### src/rtl/instruction_memory_arbiter_if.sv
// Bus bundle between the instruction memory arbiter and its neighbours:
// fetch side, loader side and the single-port instruction memory.
interface instruction_memory_arbiter_if;
  logic        leer_siguiente_inst;
  logic [13:0] direccion_siguiente_inst;
  logic        lectura_completada;
  logic [31:0] instruccion_actual;
  logic        carga_valida;
  logic [13:0] carga_direccion;
  logic [31:0] carga_dato;
  logic        carga_lista;
  logic [13:0] mem_direccion;
  logic        mem_escribir;
  logic [31:0] mem_dato_escritura;
  logic [31:0] mem_dato_lectura;
  logic        fin_programa;
  logic        error_solapamiento;
  logic [15:0] instrucciones_leidas;

  modport slave (
    input  leer_siguiente_inst, direccion_siguiente_inst,
    input  carga_valida, carga_direccion, carga_dato,
    input  mem_dato_lectura,
    output lectura_completada, instruccion_actual, carga_lista,
    output mem_direccion, mem_escribir, mem_dato_escritura,
    output fin_programa, error_solapamiento, instrucciones_leidas
  );

  modport master (
    output leer_siguiente_inst, direccion_siguiente_inst,
    output carga_valida, carga_direccion, carga_dato,
    output mem_dato_lectura,
    input  lectura_completada, instruccion_actual, carga_lista,
    input  mem_direccion, mem_escribir, mem_dato_escritura,
    input  fin_programa, error_solapamiento, instrucciones_leidas
  );
endinterface

### src/rtl/instruction_memory_arbiter.sv
// Shares one instruction memory port between the program-counter fetch path
// and the program loader, alternating grants when both are waiting.
module instruction_memory_arbiter #(
  parameter int LATENCIA_LECTURA = 2
) (
  input  logic                         clk,
  input  logic                         reset,
  input  logic                         reiniciar,
  instruction_memory_arbiter_if.slave  bus
);

  localparam logic [1:0]  REPOSO      = 2'd0;
  localparam logic [1:0]  LEYENDO     = 2'd1;
  localparam logic [1:0]  ESCRIBIENDO = 2'd2;
  localparam logic [2:0]  LATENCIA    = LATENCIA_LECTURA[2:0];
  localparam logic [31:0] HALT_WORD   = 32'hFFFF_FFFF;

  function automatic logic is_halt(input logic [31:0] word);
    return (word == HALT_WORD);
  endfunction

  logic [1:0]  state_r;
  logic [2:0]  cnt_r;
  logic        pend_r;
  logic [13:0] addr_lat_r;
  logic        last_fetch_r;
  logic        lc_r;
  logic [31:0] instr_r;
  logic [13:0] mem_dir_r;
  logic        mem_wr_r;
  logic [31:0] mem_wdata_r;
  logic        fin_r;
  logic        err_r;
  logic [15:0] count_r;

  logic fetch_req_s;
  logic grant_loader_s;
  logic carga_lista_s;
  logic write_go_s;
  logic read_go_s;

  // Request qualification and grant decision for the current cycle.
  always_comb begin
    fetch_req_s    = bus.leer_siguiente_inst && !fin_r;
    grant_loader_s = !pend_r || (bus.carga_valida && last_fetch_r);
    carga_lista_s  = (state_r == REPOSO) && grant_loader_s;
    write_go_s     = bus.carga_valida && carga_lista_s;
    // A restart on the grant edge wins over the pending fetch.
    read_go_s      = (state_r == REPOSO) && pend_r && !grant_loader_s && !reiniciar;
  end

  // One-deep fetch buffer; a second request while it is full is dropped and flagged.
  always_ff @(posedge clk or posedge reset) begin
    if (reset) begin
      pend_r     <= 1'b0;
      addr_lat_r <= 14'd0;
      err_r      <= 1'b0;
    end else if (reiniciar) begin
      pend_r     <= 1'b0;
      err_r      <= 1'b0;
    end else begin
      if (read_go_s) begin
        pend_r <= 1'b0;
      end else if (fetch_req_s && !pend_r) begin
        pend_r     <= 1'b1;
        addr_lat_r <= bus.direccion_siguiente_inst;
      end else begin
        pend_r <= pend_r;
      end
      if (fetch_req_s && pend_r) begin
        err_r <= 1'b1;
      end else begin
        err_r <= err_r;
      end
    end
  end

  // Memory-port state machine: issues reads and writes and captures read data.
  always_ff @(posedge clk or posedge reset) begin
    if (reset) begin
      state_r      <= REPOSO;
      cnt_r        <= 3'd0;
      last_fetch_r <= 1'b0;
      lc_r         <= 1'b0;
      instr_r      <= 32'd0;
      mem_dir_r    <= 14'd0;
      mem_wr_r     <= 1'b0;
      mem_wdata_r  <= 32'd0;
      fin_r        <= 1'b0;
      count_r      <= 16'd0;
    end else begin
      lc_r <= 1'b0;
      if (reiniciar) begin
        fin_r   <= 1'b0;
        count_r <= 16'd0;
      end
      case (state_r)
        REPOSO: begin
          if (write_go_s) begin
            mem_dir_r    <= bus.carga_direccion;
            mem_wdata_r  <= bus.carga_dato;
            mem_wr_r     <= 1'b1;
            last_fetch_r <= 1'b0;
            state_r      <= ESCRIBIENDO;
          end else if (read_go_s) begin
            mem_dir_r    <= addr_lat_r;
            cnt_r        <= LATENCIA;
            last_fetch_r <= 1'b1;
            state_r      <= LEYENDO;
          end else begin
            state_r <= REPOSO;
          end
        end
        LEYENDO: begin
          if (reiniciar) begin
            state_r <= REPOSO;
          end else if (cnt_r == 3'd1) begin
            instr_r <= bus.mem_dato_lectura;
            lc_r    <= 1'b1;
            if (is_halt(bus.mem_dato_lectura)) begin
              fin_r <= 1'b1;
            end
            if (count_r != 16'hFFFF) begin
              count_r <= count_r + 16'd1;
            end
            state_r <= REPOSO;
          end else begin
            cnt_r <= cnt_r - 3'd1;
          end
        end
        ESCRIBIENDO: begin
          mem_wr_r <= 1'b0;
          state_r  <= REPOSO;
        end
        default: begin
          mem_wr_r <= 1'b0;
          state_r  <= REPOSO;
        end
      endcase
    end
  end

  assign bus.lectura_completada   = lc_r;
  assign bus.instruccion_actual   = instr_r;
  assign bus.carga_lista          = carga_lista_s;
  assign bus.mem_direccion        = mem_dir_r;
  assign bus.mem_escribir         = mem_wr_r;
  assign bus.mem_dato_escritura   = mem_wdata_r;
  assign bus.fin_programa         = fin_r;
  assign bus.error_solapamiento   = err_r;
  assign bus.instrucciones_leidas = count_r;

endmodule
### src/flat_wrapper.sv
// flat-port wrapper written by rule: the top's interface ports become plain ports
module instruction_memory_arbiter_flat 
#(
  parameter int LATENCIA_LECTURA = 2
)
  (clk, reset, reiniciar, bus_leer_siguiente_inst, bus_direccion_siguiente_inst, bus_carga_valida, bus_carga_direccion, bus_carga_dato, bus_mem_dato_lectura, bus_lectura_completada, bus_instruccion_actual, bus_carga_lista, bus_mem_direccion, bus_mem_escribir, bus_mem_dato_escritura, bus_fin_programa, bus_error_solapamiento, bus_instrucciones_leidas);
  instruction_memory_arbiter_if bus_i ();
  input  logic clk;
  input  logic reset;
  input  logic reiniciar;
  input wire logic [$bits(bus_i.leer_siguiente_inst)-1:0] bus_leer_siguiente_inst;
  input wire logic [$bits(bus_i.direccion_siguiente_inst)-1:0] bus_direccion_siguiente_inst;
  input wire logic [$bits(bus_i.carga_valida)-1:0] bus_carga_valida;
  input wire logic [$bits(bus_i.carga_direccion)-1:0] bus_carga_direccion;
  input wire logic [$bits(bus_i.carga_dato)-1:0] bus_carga_dato;
  input wire logic [$bits(bus_i.mem_dato_lectura)-1:0] bus_mem_dato_lectura;
  output wire logic [$bits(bus_i.lectura_completada)-1:0] bus_lectura_completada;
  output wire logic [$bits(bus_i.instruccion_actual)-1:0] bus_instruccion_actual;
  output wire logic [$bits(bus_i.carga_lista)-1:0] bus_carga_lista;
  output wire logic [$bits(bus_i.mem_direccion)-1:0] bus_mem_direccion;
  output wire logic [$bits(bus_i.mem_escribir)-1:0] bus_mem_escribir;
  output wire logic [$bits(bus_i.mem_dato_escritura)-1:0] bus_mem_dato_escritura;
  output wire logic [$bits(bus_i.fin_programa)-1:0] bus_fin_programa;
  output wire logic [$bits(bus_i.error_solapamiento)-1:0] bus_error_solapamiento;
  output wire logic [$bits(bus_i.instrucciones_leidas)-1:0] bus_instrucciones_leidas;
  assign bus_i.leer_siguiente_inst = bus_leer_siguiente_inst;
  assign bus_i.direccion_siguiente_inst = bus_direccion_siguiente_inst;
  assign bus_i.carga_valida = bus_carga_valida;
  assign bus_i.carga_direccion = bus_carga_direccion;
  assign bus_i.carga_dato = bus_carga_dato;
  assign bus_i.mem_dato_lectura = bus_mem_dato_lectura;
  assign bus_lectura_completada = bus_i.lectura_completada;
  assign bus_instruccion_actual = bus_i.instruccion_actual;
  assign bus_carga_lista = bus_i.carga_lista;
  assign bus_mem_direccion = bus_i.mem_direccion;
  assign bus_mem_escribir = bus_i.mem_escribir;
  assign bus_mem_dato_escritura = bus_i.mem_dato_escritura;
  assign bus_fin_programa = bus_i.fin_programa;
  assign bus_error_solapamiento = bus_i.error_solapamiento;
  assign bus_instrucciones_leidas = bus_i.instrucciones_leidas;
  instruction_memory_arbiter #(.LATENCIA_LECTURA(LATENCIA_LECTURA)) u_core (.clk(clk), .reset(reset), .reiniciar(reiniciar), .bus(bus_i));
endmodule
### config.mk
export PLATFORM = sky130hd
export DESIGN_NAME = instruction_memory_arbiter_flat
export DESIGN_NICKNAME = d
export VERILOG_FILES = /design/src/rtl/instruction_memory_arbiter_if.sv /design/src/rtl/instruction_memory_arbiter.sv /design/src/flat_wrapper.sv
export SDC_FILE = /design/constraint.sdc
export NUM_CORES = 1
export LEC_CHECK = 0
export CAP_MARGIN = 10
export CORE_MARGIN = 3
export CORE_UTILIZATION = 40
export DETAILED_ROUTE_END_ITERATION = 10
export GPL_ROUTABILITY_DRIVEN = 0
export HOLD_SLACK_MARGIN = 0.1
export PLACE_DENSITY = 0.77
export SLEW_MARGIN = 20
export SYNTH_ARGS = -nofsm -noshare
export SYNTH_HDL_FRONTEND = slang
export SYNTH_SLANG_ARGS = --single-unit
### constraint.sdc
create_clock -name clk -period 10.5 [get_ports clk]
set_clock_uncertainty 0.15 [all_clocks]
set_input_delay 3.15 -clock clk [delete_from_list [all_inputs] [get_ports clk]]
set_output_delay 3.15 -clock clk [all_outputs]
set_load 0.005 [all_outputs]
==> Word level (Yosys, flattened, before mapping) <==
Cells that the tools add are included.
W data, S select, Z words.
{ "classes": {"n_addsub": 2, "n_mul": 0, "n_div": 0, "n_lt_le_gt_ge": 0, "n_eq_ne": 10, "shifts": 0, "muxes": 34, "bitwise": 3, "n_reduce_logical": 25} }
{ "op_table": {"columns": ["operator", "count"], "rows": [
  ["$mux W16", 5],
  ["$eq A32 B32 Y1 const B", 1],
  ["$mux W14", 2],
  ["$mux W1", 17],
  ["$add A16 B1 Y16 const B", 1],
  ["$ne A16 B16 Y1 const B", 1],
  ["$mux W3", 4],
  ["$logic_and A1 B1 Y1", 9],
  ["$mux W2", 3],
  ["$ne A2 B2 Y1 const B", 3],
  ["$pmux W3 S2", 1],
  ["$reduce_and A2 Y1", 3],
  ["$reduce_and A3 Y1", 2],
  ["$reduce_bool A2 Y1", 3],
  ["$reduce_and A5 Y1", 1],
  ["$logic_not A1 Y1", 4],
  ["$ne A2 B1 Y1 const B", 2],
  ["$pmux W2 S2", 1],
  ["$eq A3 B1 Y1 const B", 1],
  ["$ne A3 B2 Y1 const B", 1],
  ["$not A1 Y1", 3],
  ["$reduce_bool A3 Y1", 1],
  ["$sub A3 B1 Y3 const B", 1],
  ["$eq A2 B1 Y1 const B", 1],
  ["3 further kinds", 3]
]} }
{ "totals": {"reg_bits": 119, "latch_bits": 0, "ram_bits": 0, "romBits": 0, "n_memories": 0} }

==> Longest topological paths before layout <==
Gate-level depths: netlist (run 1).
{ "depth": {"depth_word": 8, "mapped_depth": 8, "ltp_nobuf": 6} }

==> Least setup slack after synthesis (run 1) <==
OpenSTA, ideal clock, no wires.
{ "synth_timing": {"path_kind": "in2out", "start": "in bus_carga_valida", "end": "out bus_carga_lista", "arrival_time_ns": 3.439, "path_slack_ns": 3.761, "cell_stages": 2, "n_path_buf": 0, "path_cell_list": "a21boi_1 > nor3_1"} }
{ "synth_between": {"elab_chain_cells": 3} }
{ "synth_lines": {"columns": ["item", "line", "source"], "rows": [
  ["start: declaration", "flat_wrapper.sv:13", "input wire logic [$bits(bus_i.carga_valida)-1:0] bus_carga_valida;"],
  ["$logic_and A1 B1 Y1", "instruction_memory_arbiter.sv:45", "grant_loader_s = !pend_r || (bus.carga_valida && last_fetch_r);"],
  ["$logic_or A1 B1 Y1", "instruction_memory_arbiter.sv:45", null],
  ["$logic_and A1 B1 Y1", "instruction_memory_arbiter.sv:46", "carga_lista_s = (state_r == REPOSO) && grant_loader_s;"],
  ["end: declaration", "flat_wrapper.sv:19", "output wire logic [$bits(bus_i.carga_lista)-1:0] bus_carga_lista;"]
]} }
No other way between the ends.

==> Worst setup path after layout (run 1) <==
Same ends and word-level chain as after synthesis.

==> results of run 1 <==
synthesized netlist by cell type, types with 2 or more instances:
library cell  count
nand4_1          12
a31oi_1           4
o31ai_1           4
nor3_2            2
clkbuf_1         10
inv_1             9
a211oi_2          2
and4_1            3
nor2_1           25
nor3b_1           2
nand3_1           7
nor2b_1           6
mux2_1           44
or4_1             4
nor4_1            3
dfrtp_1         119
or3_1             3
nand2_1           9
a21oi_1          26
nor3_1            5
mux2_2           39
ha_1              3
a21o_1            2
mux2i_1          15
buf_2             8
a211oi_1          2
o21ai_0           4
per-stage QoR:
stage,hold slack (ns),cells,cell area (µm²),total power [µW]
after global routing,0.355,769,7710,1750
after detailed placement,0.328,737,7160,1140
after CTS,0.341,769,7710,1680
final,0.335,769,7710,1650
after floorplan,0.308,389,5040,824
after global placement,0.318,737,7160,1120
layout make-up:
type | count | area share (%)
inverters | 9 | 0.470
clock inverters | 12 | 1.02
clock buffers | 20 | 6.05
well taps | 168 | 2.72
multi-input cells | 241 | 25.3
flip-flops and latches | 119 | 38.6
repair buffers | 200 | 25.8
worst register-to-register path, cell delays in order, from the launching register on:
cell and delay (ns):
dfrtp_1 0.37, inv_1 0.07, ha_1 0.18, nand4bb_1 0.62
or3_1 0.72, a211oi_2 0.25, mux2_1 0.34
layer usage:
layer	track usage, %	part of all wire (%)
met4	8.06	1.6
met2	32.2	50
met1	22.3	39
met3	7.94	9.0
met5	0	0
worst paths after layout:
path / endpoint / start / slack (ns)
max: bus_carga_lista / bus_carga_valida / 2.75
min: u_core.addr_lat_r[8] / u_core.addr_lat_r[8] / 0.33
min reg2reg: u_core.addr_lat_r[8] / u_core.addr_lat_r[8] / 0.33
max in group asynchronous: u_core.bus.instruccion_actual[10] / reset / 5.85
min in group asynchronous: u_core.bus.mem_dato_escritura[9] / reset / 3.05
max reg2reg: u_core.bus.instrucciones_leidas[9] / u_core.cnt_r[1] / 7.67
cell families (layout without fill, tap and decap cells):
logic type / after synthesis / count (layout)
flip-flops: 119 / 119
AND/OR/NAND/NOR: 88 / 88
adder cells (fa/ha/maj): 3 / 3
multiplexers: 98 / 98
buffers and inverters: 29 / 241
AO/OA/AOI/OAI: 52 / 52
power by group:
group          total, µW  leakage, µW  switching (µW)  internal (µW)
logic                468      0.00141             154            314
registers            661      0.00145            70.6            591
clock network        524     0.000256             207            317
registers in the layout, indices dropped and copies added, names as in the netlist, 2 cells and up:
| register | count |
|---|---|
| u_core.bus.mem_dato_escritura | 32 |
| u_core.addr_lat_r | 14 |
| u_core.state_r | 2 |
| u_core.bus.mem_direccion | 14 |
| u_core.cnt_r | 3 |
| u_core.bus.instrucciones_leidas | 16 |
| u_core.bus.instruccion_actual | 32 |
==> reports/metrics.yaml, run 1 <==
cp_max_fo: 4
crit_chain: "clkdlybuf4s50_1 > a21boi_1 > nor3_1 > clkdlybuf4s50_1"
cts_tree: "built"
drive_gt1_share_pct: 14.0
rows: 40
slowest_stage: "clkdlybuf4s50_1"
design.die.area_mm2: 0.0140
synth-simple-area-share_pct: 9.71
fill_cells: 993
areaGrowthSynthToFinish_pct: 53.2
grt_overflow: 0
crit_arrival_ns: 4.45
hold_path.class: "reg2reg"
yosys.area.top_type_share_pct: 59.1
pwr_density_cell_mw_per_mm2: 214
status: "completed"
setup_viol: 0
max_stage_delay_ns: 0.53
nets: 688
grtUsageTotal_pct: 19.4
crit_top_cell: "clkdlybuf4s50_1"
startpoint_type: "primary input"
p_leak_uw: 0.00312
ant_nets: 0
place_hpwl_um: 9270
post-route-util_pct: 63.4
h-tree-depth: 4
critPathTopFamily: "buffers and inverters"
drtPass1Iterations: 4
max_slew_margin_pct: 39.0
cts.clk_slew.worst_paths_ns: 0.05
antenna_found_initial: 0
finalHoldViolCount: 0
diodes: 0
layout_commonest_cell: "clkdlybuf4s50_1"
path_depth: 4
finalCritPeriodShare_pct: 73.8
vias_per_cell: 5.11
worst_slack_ns: 2.75
synth.area.mux_share_pct: 21.5
route.detailed.drc: 0
drv_slew: 0
core_mm2: 0.0122
synth-compound-area-share_pct: 6.46
path_buf_inv: 2
synth_area_per_cell_um2: 12.9
place_ws_ns: 2.76
ioPinCount: 196
holdPathStages: 1
drtIter0Drc: 165
clockBufferDepth: 2
synth_xor_area_share_pct: 0
synth_top_cell_by_area: "dfrtp_1"
cts_setup_buffers: 0
root_buffer: "clkbuf_16"
dominantRegCellSynth: "dfrtp_1"
wl_per_cell_um: 17.0
chipWidth_um: 118
rsz0062_at_grt: "false"
async_flop_share_pct: 100
synth_fp_nets: 489
postCtsHoldBufs: 0
vias: 3933
cts.sinks: 119
regArea_mm2: 0.00298
synth-edff-count: 0
final_cell_mix: "clkdlybuf4s50_1 (195), dfrtp_1 (119), mux2_1 (44), mux2_2 (39), a21oi_1 (26)"
ir_drop_v: 0.000138
cts_buffers: 17
grt_pass1_wl_um: 21700
ys_ff_latch: 119
fmax_mhz: 129
fin_setup_tns_ns: 0
grt_max_degree: 64
ff2ff_path_depth: 6
synthAdderAreaFrac_pct: 0.745
multiInputGateArea_mm2: 0.00196
ys.warnings.count: 0
initial_core_util_pct: 41.4
maxCapViolations: 0
post_cts_resized: 0
worst_pin_slew_ns: 0.915
synth_top_family_by_area: "multiplexers"
insertion_delay_ns: 0.41
die_y_um: 118
io_buffers: 195
ys_types: 44
syn_area_mm2: 0.00504
synth_cells: 389
yosysSeqAreaShare_pct: 59.1
crit_type: "in2out"
grt_pass1_vias: 4344
synth.area.top_cells: "dfrtp_1 (59%), mux2_1 (9.8%), mux2_2 (8.7%), mux2i_1 (3.0%), a21oi_1 (2.6%)"
period_needed_ns: 7.75
drt_wl_total_um: 13000
crit_required_ns: 7.20
endpoint_kind: "output pin"
No activity file was read; power rests on OpenSTA's default activity.
==> run 2: changes to the inputs <==
- PLACE_DENSITY: 0.77 -> 0.8
- clock period: 10.5 -> 7 ns (I/O delays scaled with it)
==> run 2 against run 1 <==
  * Worst setup slack worse by 1.4 ns
  * Worst hold slack lost 0.0026 ns
  * Sequential share of layout area decreased by 0.11 points
  * Cell count shrank 0.26%
  * Power grew 54%
  * Clock power increased by 60%
  * Register-to-register slack worse by 3.6 ns
  * Non-clock buffer count did not move
  * Via count grew 1.2%
  * First-iteration DRC count is 47% higher
  * Global-route usage increased by 0.25 points
  * Critical endpoint unchanged
  * Largest power group unchanged
  * Highest routed layer unchanged
==> reports/metrics.yaml, run 2 (synthesis gave the netlist of run 1 again) <==
rsz0062_at_grt: "false"  # unchanged
diodes: 0  # unchanged
p_leak_uw: 0.00315  # was 0.00312 µW
fin_setup_tns_ns: 0  # unchanged
reg2reg_slack_ns: 4.11  # was 7.67 ns
status: "completed"  # unchanged
holdPathStages: 1  # unchanged
layout_commonest_cell: "clkdlybuf4s50_1"  # unchanged
place_hpwl_um: 9640  # was 9270 µm
postCtsHoldBufs: 0  # unchanged
worst_slack_ns: 1.35  # was 2.75 ns
io_buffers: 195  # unchanged
setup_viol: 0  # unchanged
pwr_density_cell_mw_per_mm2: 328  # was 214 mW/mm²
core_mm2: 0.0122  # unchanged
h-tree-depth: 4  # unchanged
die_y_um: 118  # unchanged
max_slew_margin_pct: 36.0  # was 39.0%
final_cell_mix: "clkdlybuf4s50_1 (195), dfrtp_1 (119), mux2_1 (44), mux2_2 (39), a21oi_1 (26)"  # unchanged
wl_per_cell_um: 17.6  # was 17.0 µm
vias: 3979  # was 3,933
nets: 688  # unchanged
regToRegStartpoint: "u_core.cnt_r[1]"  # unchanged
ant_nets: 0  # unchanged
power_uw: 2540  # was 1650 µW
grt_pass1_wl_um: 21900  # was 21,700 µm
post-route-util_pct: 63.6  # was 63.4%
hold_path_end: "u_core.bus.instruccion_actual[2]"  # was u_core.addr_lat_r[8]
cp_max_fo: 4  # unchanged
rows: 40  # unchanged
cts.sinks: 119  # unchanged
worst_pin_slew_ns: 0.960  # was 0.915 ns
cts_buffers: 17  # unchanged
grt_overflow: 0  # unchanged
maxCapViolations: 0  # unchanged
ioPinCount: 196  # unchanged
antenna_found_initial: 0  # unchanged
cts.clk_slew.worst_paths_ns: 0.05  # about the same
drtPass1Iterations: 4  # unchanged
initial_core_util_pct: 41.4  # unchanged
hold_path.class: "reg2reg"  # unchanged
period_needed_ns: 5.65
finalCritPeriodShare_pct: 80.7
worst_hold_slack_ns: 0.332  # was 0.335 ns
drt_wl_total_um: 13500  # was 13,000 µm
chipWidth_um: 118  # unchanged
grt_max_degree: 78  # was 64
worstHoldStart: "u_core.bus.instruccion_actual[2]"  # was u_core.addr_lat_r[8]
fmax_mhz: 177
startpoint_type: "primary input"  # unchanged
r2r-end: "u_core.bus.instrucciones_leidas[9]"  # unchanged
insertion_delay_ns: 0.40  # was 0.41 ns
finalHoldViolCount: 0  # unchanged
route.detailed.drc: 0  # unchanged
cts_tree: "built"  # unchanged
root_buffer: "clkbuf_16"  # unchanged
place_ws_ns: 1.37  # was 2.76 ns
drv_slew: 0  # unchanged
drive_gt1_share_pct: 12.7  # was 14.0%
crit_type: "in2out"  # unchanged
endpoint_kind: "output pin"  # unchanged
ff2ff_path_depth: 6  # unchanged
post_cts_resized: 0  # unchanged
vias_per_cell: 5.19  # was 5.11
cts_setup_buffers: 0  # unchanged
drtIter0Drc: 243  # was 165
crit_arrival_ns: 3.40  # was 4.45 ns
ir_drop_v: 0.000198  # was 0.000138 V
clockBufferDepth: 2  # unchanged
design.die.area_mm2: 0.0140  # unchanged
grt_pass1_vias: 4283  # was 4,344
grtUsageTotal_pct: 19.7  # was 19.4%
areaGrowthSynthToFinish_pct: 53.6  # was 53.2%
crit_required_ns: 4.75  # was 7.20 ns
==> run 2: changes by cell type in the layout (fill, tap and decap cells not counted) <==
| cell | before | now |
|---|---|---|
| clkinvlp_4 | 6 | 0 |
| clkbuf_8 | 3 | 4 |
| bufinv_16 | 0 | 2 |
| clkbuf_1 | 0 | 6 |
| clkinv_4 | 1 | 0 |
| clkinv_2 | 5 | 1 |
==> run 2: critical path, stage by stage <==
cell and delay, ns:
clkdlybuf4s50_1 0.50, a21boi_1 0.12, nor3_1 0.15, clkdlybuf4s50_1 0.53
==> run 2: cell type report <==
type / count / area (µm²)
Clock inverter: 3 / 65.1
Tap cell: 168 / 210
Multi-Input combinational cell: 241 / 1960
Timing Repair Buffer: 200 / 1990
Clock buffer: 27 / 503
Sequential cell: 119 / 2980
Fill cell: 942 / 4420
Inverter: 9 / 36.3
==> run 2: how the worst max path moves through the flow <==
stage	cells after the start	startpoint	to	slack, ns
after floorplan	1	reset	u_core.addr_lat_r[0]	1.59
after global placement	4	bus_carga_valida	bus_carga_lista	1.38
after detailed placement	4	bus_carga_valida	bus_carga_lista	1.37
after CTS	4	bus_carga_valida	bus_carga_lista	1.36
after global routing	4	bus_carga_valida	bus_carga_lista	1.34
final	4	bus_carga_valida	bus_carga_lista	1.35
==> run 2: per-stage QoR <==
stage	cells	instance area, µm²
detailed placement	737	7160
global placement	737	7160
floorplan	389	5040
finish	767	7740
global route	767	7740
CTS	767	7730
==> run 2: routing by layer <==
metal / global-route usage [%] / part of all wire [%] / vias up
li1: - / - / 1810
met1: 21.7 / 38 / 1975
met2: 33.6 / 51 / 166
met3: 7.70 / 8.4 / 28
met4: 8.79 / 2.5 / 0
met5: 0 / 0 / -
==> run 2: report_power, final <==
part | internal (µW) | leakage (µW) | switching (µW) | total (µW)
logic | 471 | 0.00141 | 236 | 707
registers | 887 | 0.00145 | 109 | 996
clock network | 557 | 0.000278 | 282 | 839
==> run 3: changes to the inputs <==
- PLACE_DENSITY: 0.8 -> 0.77
- clock period: 7 -> 5.7 ns (I/O delays scaled with it)
==> run 3 against run 2 <==
  * First-iteration DRC count increased by 18%
  * Largest cell class unchanged
  * Sequential power is 22% higher
  * Clock-buffer cell count is 2 lower
  * Die area is the same
  * Worst hold slack gained 0.0043 ns
  * Power grew 19%
  * Design area down 0.39%
  * Worst setup slack worse by 0.51 ns
==> reports/metrics.yaml, run 3 (synthesis gave the netlist of run 1 again) <==
status: "completed"  # unchanged
initial_core_util_pct: 41.4  # unchanged
die_y_um: 118  # unchanged
place_hpwl_um: 9360  # was 9640 µm
areaGrowthSynthToFinish_pct: 53.0  # was 53.6%
clockBufferDepth: 2  # unchanged
post_cts_resized: 0  # unchanged
cts.sinks: 119  # unchanged
layout_commonest_cell: "clkdlybuf4s50_1"  # unchanged
setup_viol: 0  # unchanged
cts_tree: "built"  # unchanged
crit_arrival_ns: 3.00  # was 3.40 ns
route.detailed.drc: 0  # unchanged
ioPinCount: 196  # unchanged
startpoint_type: "primary input"  # unchanged
rows: 40  # unchanged
crit_type: "in2out"  # unchanged
root_buffer: "clkbuf_16"  # unchanged
pwr_density_cell_mw_per_mm2: 394  # was 328 mW/mm²
grt_overflow: 0  # unchanged
drtPass1Iterations: 4  # unchanged
p_leak_uw: 0.00314  # was 0.00315 µW
ir_drop_v: 0.000231  # was 0.000198 V
path_depth: 4  # unchanged
ff2ff_path_depth: 6  # unchanged
crit_required_ns: 3.84  # was 4.75 ns
worst_pin_slew_ns: 0.909  # was 0.960 ns
grt_pass1_vias: 4161  # was 4,283
fin_cells: 766  # was 767
core_mm2: 0.0122  # unchanged
post-route-util_pct: 63.4  # was 63.6%
place_inst: 737  # unchanged
period_needed_ns: 4.86
fin_setup_tns_ns: 0  # unchanged
grt_max_degree: 64  # was 78
cts_setup_buffers: 0  # unchanged
fill_cells: 969  # was 942
h-tree-depth: 4  # unchanged
vias: 3941  # was 3,979
holdPathStages: 1  # unchanged
postCtsHoldBufs: 0  # unchanged
hold_path.class: "reg2reg"  # unchanged
drive_gt1_share_pct: 13.0  # was 12.7%
finalCritPeriodShare_pct: 85.3
cp_max_fo: 4  # unchanged
nets: 688  # unchanged
endpoint_kind: "output pin"  # unchanged
diodes: 0  # unchanged
chipWidth_um: 118  # unchanged
slowest_stage: "clkdlybuf4s50_1"  # unchanged
cp-startpoint: "bus_carga_valida"  # unchanged
worstHoldStart: "u_core.bus.mem_dato_escritura[2]"  # was u_core.bus.instruccion_actual[2]
drv_slew: 0  # unchanged
grtUsageTotal_pct: 19.2  # was 19.7%
insertion_delay_ns: 0.40  # about the same
reg2reg_slack_ns: 2.85  # was 4.11 ns
crit_chain: "clkdlybuf4s50_1 > a21boi_1 > nor3_1 > clkdlybuf4s50_1"  # unchanged
rsz0062_at_grt: "false"  # unchanged
path_buf_inv: 2  # unchanged
grt_pass1_wl_um: 21500  # was 21,900 µm
critPathTopFamily: "buffers and inverters"  # unchanged
maxCapViolations: 0  # unchanged
drt_wl_total_um: 13100  # was 13,500 µm
io_buffers: 195  # unchanged
drtIter0Drc: 286  # was 243
antenna_found_initial: 0  # unchanged
worst_slack_ns: 0.840  # was 1.35 ns
max_stage_delay_ns: 0.53  # about the same
wl_per_cell_um: 17.1  # was 17.6 µm
fin_area_mm2: 0.00771  # was 0.00774 mm²
finalHoldViolCount: 0  # unchanged
fmax_mhz: 206
place_ws_ns: 0.844  # was 1.37 ns
vias_per_cell: 5.14  # was 5.19
cts.clk_slew.worst_paths_ns: 0.05  # about the same
crit_top_cell: "clkdlybuf4s50_1"  # unchanged
final_cell_mix: "clkdlybuf4s50_1 (195), dfrtp_1 (119), mux2_1 (44), mux2_2 (39), a21oi_1 (26)"  # unchanged
dpl_cell_area_mm2: 0.00718  # was 0.00716 mm²
cts_buffers: 17  # unchanged
regToRegStartpoint: "u_core.cnt_r[1]"  # unchanged
ant_nets: 0  # unchanged
design.die.area_mm2: 0.0140  # unchanged
max_slew_margin_pct: 39.4  # was 36.0%
-- run 3: path summary, 6_finish.rpt --
path | to
setup / recovery | bus_carga_lista
hold / removal | u_core.bus.mem_dato_escritura[2]
setup reg to reg | u_core.bus.instrucciones_leidas[9]
hold reg to reg | u_core.bus.mem_dato_escritura[2]
max in group asynchronous | u_core.bus.instruccion_actual[28]
min in group asynchronous | u_core.bus.mem_dato_escritura[6]
-- run 3: routing by layer --
| layer | wire [µm] | global-route usage, % |
|---|---|---|
| met5 | 0 | 0 |
| met4 | 201 | 7.40 |
| met3 | 1180 | 8.09 |
| met2 | 6500 | 31.2 |
| met1 | 5210 | 22.6 |
-- run 3: metrics by stage --
stage	hold slack [ns]	power [µW]
floorplan	0.308	1520
global route	0.346	3200
global placement	0.317	2070
finish	0.336	3030
detailed placement	0.330	2110
CTS	0.341	3070
-- run 3: area by class of cell --
| cell class | instances | area [µm²] | area share (%) |
|---|---|---|---|
| clock inverter | 4 | 20.0 | 0.260 |
| multi-input combinational | 241 | 1960 | 25.4 |
| timing repair buffer | 200 | 2000 | 26.0 |
| tap | 168 | 210 | 2.73 |
| inverter | 9 | 36.3 | 0.471 |
| clock buffer | 25 | 505 | 6.56 |
| sequential | 119 | 2980 | 38.6 |
-- run 3: power by group --
part / internal (µW) / switching (µW) / leakage, µW
combinational: 579 / 288 / 0.00142
clock: 602 / 348 / 0.000265
sequential: 1090 / 130 / 0.00145
